--- config.mk ---
export PLATFORM = sky130hd
export DESIGN_NAME = ahb_to_fpga_sram_ctrl
export DESIGN_NICKNAME = d
export VERILOG_FILES = /design/src/rtl/ahb_to_fpga_sram_ctrl.sv
export SDC_FILE = /design/constraint.sdc
export NUM_CORES = 1
export LEC_CHECK = 0
export BUFFER_PORTS_ARGS = -buffer_cell sky130_fd_sc_hd__buf_2
export CORE_MARGIN = 10
export CORE_UTILIZATION = 53
export CTS_BUF_LIST = sky130_fd_sc_hd__clkbuf_8
export DETAILED_ROUTE_END_ITERATION = 16
export PLACE_DENSITY = 0.94
export SYNTH_ARGS = -nofsm -noshare
export SYNTH_HDL_FRONTEND = slang
export SYNTH_SLANG_ARGS = --single-unit
--- constraint.sdc ---
create_clock -name CLK -period 7.6 [get_ports CLK]
set_input_delay 1.52 -clock CLK [delete_from_list [all_inputs] [get_ports CLK]]
set_output_delay 1.52 -clock CLK [all_outputs]
set_load 0.02 [all_outputs]
--- src/rtl/ahb_to_fpga_sram_ctrl.sv ---
// AHB-Lite slave driving an FPGA block-RAM port: zero wait states, 1-entry write buffer.
// Define AHB_SRAM_CTRL_ALIGN_ERR_EN to answer unaligned/oversize transfers with ERROR.
module ahb_to_fpga_sram_ctrl #(
  parameter int AW = 16
) (
  input  logic          CLK,
  input  logic          RESET,
  input  logic          HSEL,
  input  logic [31:0]   HADDR,
  input  logic [1:0]    HTRANS,
  input  logic [2:0]    HSIZE,
  input  logic          HWRITE,
  input  logic          HREADY,
  input  logic [31:0]   HWDATA,
  output logic          HREADYOUT,
  output logic          HRESP,
  output logic [31:0]   HRDATA,
  input  logic [31:0]   SRAMRDATA,
  output logic [AW-1:0] SRAMADDR,
  output logic [31:0]   SRAMWDATA,
  output logic [3:0]    SRAMWREN,
  output logic          SRAMCS
);

  logic          req;
  logic          bad;
  logic          acc;
  logic          rd_acc;
  logic          wr_acc;
  logic [3:0]    mask;

  logic          ph_rd;
  logic          ph_wr;
  logic [AW-1:0] ph_addr;
  logic [3:0]    ph_mask;

  logic          buf_valid;
  logic [AW-1:0] buf_addr;
  logic [3:0]    buf_mask;
  logic [31:0]   buf_data;

  logic          cap;
  logic          direct;
  logic          drain;
  logic          hit;

  logic          unused;
  assign unused = ^{HADDR[31:AW+2], HTRANS[0]};

  assign req    = HSEL & HREADY & HTRANS[1];
  assign acc    = req & ~bad;
  assign rd_acc = acc & ~HWRITE;
  assign wr_acc = acc & HWRITE;

  // a pending write data phase loses the port to a new read
  assign cap    = ph_wr & rd_acc;
  assign direct = ph_wr & ~rd_acc;
  assign drain  = buf_valid & ~rd_acc & ~ph_wr;
  assign hit    = buf_valid & (buf_addr == ph_addr);

  // byte lanes touched by the transfer
  always_comb begin
    mask = 4'b1111;
    unique case (1'b1)
      HSIZE == 3'd0: mask = 4'b0001 << HADDR[1:0];
      HSIZE == 3'd1: mask = HADDR[1] ? 4'b1100 : 4'b0011;
      default:       mask = 4'b1111;
    endcase
  end

  // register address-phase info when the bus advances
  always_ff @(posedge CLK or posedge RESET) begin
    if (RESET) begin
      ph_rd   <= 1'b0;
      ph_wr   <= 1'b0;
      ph_addr <= '0;
      ph_mask <= '0;
    end else if (HREADY) begin
      ph_rd <= rd_acc;
      ph_wr <= wr_acc;
      if (acc) begin
        ph_addr <= HADDR[AW+1:2];
        ph_mask <= mask;
      end
    end
  end

  // write buffer: fill on port conflict, empty when the port is free
  always_ff @(posedge CLK or posedge RESET) begin
    if (RESET) begin
      buf_valid <= 1'b0;
      buf_addr  <= '0;
      buf_mask  <= '0;
      buf_data  <= '0;
    end else if (cap) begin
      buf_valid <= 1'b1;
      buf_addr  <= ph_addr;
      buf_mask  <= ph_mask;
      buf_data  <= HWDATA;
    end else if (drain) begin
      buf_valid <= 1'b0;
    end
  end

  // SRAM port arbitration: read, then direct write, then drain
  always_comb begin
    SRAMCS    = 1'b0;
    SRAMADDR  = '0;
    SRAMWDATA = '0;
    SRAMWREN  = '0;
    unique case (1'b1)
      rd_acc: begin
        SRAMCS   = 1'b1;
        SRAMADDR = HADDR[AW+1:2];
      end
      direct: begin
        SRAMCS    = 1'b1;
        SRAMADDR  = ph_addr;
        SRAMWDATA = HWDATA;
        SRAMWREN  = ph_mask;
      end
      drain: begin
        SRAMCS    = 1'b1;
        SRAMADDR  = buf_addr;
        SRAMWDATA = buf_data;
        SRAMWREN  = buf_mask;
      end
      default: ;
    endcase
  end

  // read data: buffered bytes override stale SRAM bytes
  always_comb begin
    HRDATA = '0;
    if (ph_rd) begin
      for (int i = 0; i < 4; i++) begin
        HRDATA[8*i +: 8] = (hit && buf_mask[i]) ?
          buf_data[8*i +: 8] : SRAMRDATA[8*i +: 8];
      end
    end
  end

`ifdef AHB_SRAM_CTRL_ALIGN_ERR_EN
  typedef enum logic [1:0] {
    S_OK,
    S_ERR1,
    S_ERR2
  } err_t;

  err_t st;
  logic hready_q;
  logic hresp_q;

  assign bad = (HSIZE > 3'd2) ||
               (HSIZE == 3'd2 && HADDR[1:0] != 2'b00) ||
               (HSIZE == 3'd1 && HADDR[0]);

  // two-cycle ERROR response for rejected transfers
  always_ff @(posedge CLK or posedge RESET) begin
    if (RESET) begin
      st       <= S_OK;
      hready_q <= 1'b1;
      hresp_q  <= 1'b0;
    end else begin
      unique case (st)
        S_ERR1: begin
          st       <= S_ERR2;
          hready_q <= 1'b1;
          hresp_q  <= 1'b1;
        end
        default: begin
          if (req && bad) begin
            st       <= S_ERR1;
            hready_q <= 1'b0;
            hresp_q  <= 1'b1;
          end else begin
            st       <= S_OK;
            hready_q <= 1'b1;
            hresp_q  <= 1'b0;
          end
        end
      endcase
    end
  end

  assign HREADYOUT = hready_q;
  assign HRESP     = hresp_q;
`else
  assign bad       = 1'b0;
  assign HREADYOUT = 1'b1;
  assign HRESP     = 1'b0;
`endif

  // the buffer is always drained before the next conflict
  a_no_overwrite: assert property (
    @(posedge CLK) disable iff (RESET) !(cap && buf_valid)
  );

endmodule

-- Word-level counts from Yosys, hierarchy flattened
Index checks and enable logic that the tools add are counted.
- flip-flop bits (word level): 75
- input port bits: 106
- output and inout port bits: 87
- word-level logic and storage cells: 44
- eq/ne operators: 2
- shifts and indexed selects: 1
- multiplexer cells: 13
- bitwise gates (word level): 12
- reduce and logical (&&, ||, !) cells: 8
- operator list (kind ; count):
    case mux 32 bit (2 select lines) ; 1
    case mux 16 bit (3 select lines) ; 1
    two-way mux 32 bit ; 1
    two-way mux 8 bit ; 4
    equality test 16 bit ; 1
    case mux 4 bit (2 select lines) ; 2
    AND 1 bit ; 9
    logical AND 1 bit ; 4
    two-way mux 4 bit ; 1
    left shift 1 x 2 -> 4 bit (first input constant) ; 1
    equality test 3 x 1 -> 1 bit (second input constant) ; 1
    logical NOT 3 bit ; 1
    two-way mux 1 bit ; 3
    inverter 1 bit ; 3
    OR reduction 3 bit ; 1
    AND reduction 2 bit ; 1
    nonzero test 2 bit ; 1

-- Depth between registers and ports, before layout
- depth after elaboration: 8
- mapped depth: 7
- mapped depth without buffers: 5

-- Worst setup path before layout
OpenSTA, ideal clock, no wires.
- path type: input-to-output
- start: input HTRANS[1]
- end: output SRAMWDATA[10]
- arrival: 2.834 ns
- required time: 6.080 ns
- path slack: 3.246 ns
- stages: 7
- buffers on the path: 3
- path through: and3_1 -> clkbuf_1 -> nand2b_1 -> and3_1 -> clkbuf_1 -> clkbuf_1 -> a22o_1
- cells in the longest elaborated chain, start to end: 6
- elaborated cells between the ends (all ways): 7
- classes of those cells: 1 x mux; 6 x bitwise
- RTL lines (element ; RTL line ; RTL):
    from (decl) ; 10 ; input logic [1:0] HTRANS,
    AND 1 bit (*) ; 50 ; assign req = HSEL & HREADY & HTRANS[1];
    AND 1 bit (*) ; 52 ; assign rd_acc = acc & ~HWRITE;
    inverter 1 bit (*) ; 57, 58 ;
    AND 1 bit (2 in series) ; 58 ; assign drain = buf_valid & ~rd_acc & ~ph_wr;
    case mux 32 bit (2 select lines) (*) ; 111 ; unique case (1'b1)
    to (decl) ; 20 ; output logic [31:0] SRAMWDATA,
Mark *: on every way between the ends. The rest lies on a longest branch, timed or not.

-- Worst setup path in the final report
- start: input HREADY
- end: output SRAMWDATA[28]
- cells in the longest elaborated chain, start to end: 7
- elaborated cells between the ends (all ways): 8
- classes of those cells: 1 x mux; 7 x bitwise
- RTL lines (element ; RTL line ; RTL):
    from (decl) ; 13 ; input logic HREADY,
    AND 1 bit (*) (2 in series) ; 50 ;
    AND 1 bit (*) ; 52 ;
    inverter 1 bit (*) ; 57, 58 ;
    AND 1 bit (2 in series) ; 58 ;
    case mux 32 bit (2 select lines) (*) ; 111 ;
Marked as above.

==> flow_summary.json <==
{
  "status": "finished clean",
  "max_slew_margin": 0.187,
  "cp-end-kind": "output pin",
  "grt_pass1_vias": 4567,
  "ctsResizeCount": 0,
  "critical_path_arrival_ns": 3.50,
  "multi_input_area_mm2": 0.00235,
  "start_util": 0.545,
  "worst_slew_pin_slew_ns": 1.22,
  "yosys_warnings": 0,
  "power_density_mw_per_mm2": 186,
  "ir_drop_v": 0.000103,
  "postCtsHoldBufs": 0,
  "synth.avg_cell_area_um2": 9.32,
  "critPathSlowestCell": "nand3_1",
  "ant_nets": 0,
  "fp.dieW_um": 112,
  "vias_per_cell": 6.10,
  "wire_per_inst_um": 19.2,
  "synth.cell_area_mm2": 0.00448,
  "grt.overflow.total": 0,
  "max_stage_delay_ns": 0.51,
  "die_area_mm2": 0.0125,
  "seq_area_mm2": 0.00188,
  "wirelength_um": 14100,
  "setup_ws_ns": 2.58,
  "dp_hpwl_um": 10400,
  "synth.most_common_cell": "dfrtp_1",
  "ys_seq_elements": 75,
  "nets": 732,
  "clkSinkCount": 75,
  "clockRootBuffer": "clkbuf_8",
  "yosys-top-cells-count": "75 x dfrtp_1, 66 x nand2_1, 51 x a21oi_1",
  "synthArstFlopShare": 1.00,
  "clock-skew-final_ns": 0.00580,
  "die_h_um": 112,
  "core_mm2": 0.00822,
  "clk_pin_slew_ns": 0.07,
  "finalSetupViolations": 0,
  "post-route-min-period_ns": 5.02,
  "htreeDepth": 3,
  "cp_cell_sequence": "buf_2 > nand3_1 > nor2_2 > buf_4 > nor2_2 > buf_4 > a22o_1 > buf_2",
  "place_area_mm2": 0.00532,
  "final_util": 0.669,
  "hold_viol": 0,
  "yosys.area.top_type": "dfrtp_1",
  "core.rowCount": 33,
  "drt_iter0_markers": 411,
  "rsz0062_at_grt": "false",
  "post_cts_buffers": 0,
  "synth_top_area_frac": 0.419,
  "syn2layout_area_growth_pct": 22.8,
  "gp_congestion": 0.889,
  "cp_data_required_time_ns": 6.08,
  "portBuffers": 175,
  "cp-start-kind": "input pin",
  "nFillCells": 666,
  "vias": 4493,
  "synth-edff-count": 0,
  "path_class": "in -> out",
  "cts_made_buffers": 9,
  "antenna_found_initial": 0,
  "grt.total_usage": 0.221,
  "fmax_ghz": 0.199,
  "io_pins": 193,
  "cp_max_fo": 36,
  "clkLatencyLatePin_ns": 0.35,
  "n_antenna_cell": 0,
  "critPathBufInv": 4,
  "grt_pass1_wl_um": 23200,
  "drive_gt1_frac": 0.326,
  "synth_ff_type": "dfrtp_1",
  "slew_violations": 0,
  "fin_crit_sh": 0.660,
  "dr.pass1.iters": 5,
  "cts_tree": "yes",
  "synth_cells": 480,
  "ys_seq_area_frac": 0.419,
  "setup-tns-final_ns": 0,
  "synth.distinct_cells": 35,
  "critical-path-top-delay-family": "buffers and inverters",
  "clock_path_buffers": 2,
  "fin_area_mm2": 0.00550,
  "synth_area_leaders": "dfrtp_1 42%, mux2_1 12%, a22o_1 7.0%, a21oi_1 5.7%, nand2_1 5.5%",
  "grt_max_degree": 76,
  "synth.net_count": 586,
  "p_leak_nw": 2.87,
  "worstHoldPathType": "reg -> reg",
  "dp_slack_ns": 2.61,
  "maxCapViolCount": 0,
  "drc": 0
}
## state kept, by name (all words and copies together) (netlist names)
name,cells
buf_data,32
buf_addr,16
ph_addr,16
buf_mask,4
ph_mask,4
buf_valid,1
ph_rd,1
ph_wr,1
## power by group
group	total, mW	switching [mW]	internal (mW)
Clock	0.276	0.144	0.132
Combinational	0.218	0.127	0.0908
Sequential	0.530	0.0698	0.460
## worst paths after layout
kind | cells past startpoint | slack (ns) | from | end
min in group asynchronous | 3 | 1.46 | RESET | buf_data[7]
max reg2reg | 3 | 5.51 | ph_wr | buf_data[21]
max in group asynchronous | 3 | 5.54 | RESET | buf_data[27]
min reg2reg | 1 | 0.52 | buf_data[0] | buf_data[0]
max | 8 | 2.58 | HREADY | SRAMWDATA[28]
min | 1 | 0.52 | buf_data[0] | buf_data[0]
## metrics by stage
| step | power, mW | cells | hold slack [ns] |
|---|---|---|---|
| floorplan | 0.662 | 480 | 0.479 |
| global placement | 0.736 | 720 | 0.492 |
| detailed placement | 0.753 | 720 | 0.505 |
| CTS | 1.03 | 736 | 0.525 |
| global route | 1.08 | 736 | 0.548 |
| finish | 1.02 | 736 | 0.522 |
## final cells by class
class | count | share of cell area
multi-input cells | 347 | 0.427
flip-flops and latches | 75 | 0.341
well taps | 105 | 0.0239
clock buffers | 11 | 0.0275
clock inverters | 5 | 0.00387
inverters | 11 | 0.00751
repair buffers | 182 | 0.169
## layer usage
layer | part of all wire | GRT usage | routed length (um)
met2 | 0.48 | 0.360 | 6780
met1 | 0.39 | 0.253 | 5480
met4 | 0.037 | 0.123 | 529
met3 | 0.096 | 0.0666 | 1360
met5 | 0 | 0 | 0
## logic make-up after synthesis
group,count (synthesis),synth area share
AO/OA/AOI/OAI,146,0.214
flip-flops,75,0.419
XOR/XNOR,13,0.0254
AND/OR/NAND/NOR,134,0.150
adder cells (fa/ha/maj),1,0.00224
multiplexers,51,0.128
buffers and inverters,58,0.0595
other,2,0.00168
## placed cells by master (no fill, tap or decap), drive strengths merged, types with 5 or more instances in the layout
cell	count
xnor2	6
nand2	66
mux2	51
nor2	5
inv	14
nand4	33
and3	19
buf	182
dfrtp	75
o31ai	32
xor2	7
a22o	36
o21ai	23
a21oi	51
clkbuf	11
(Power assumes the default switching activity.)
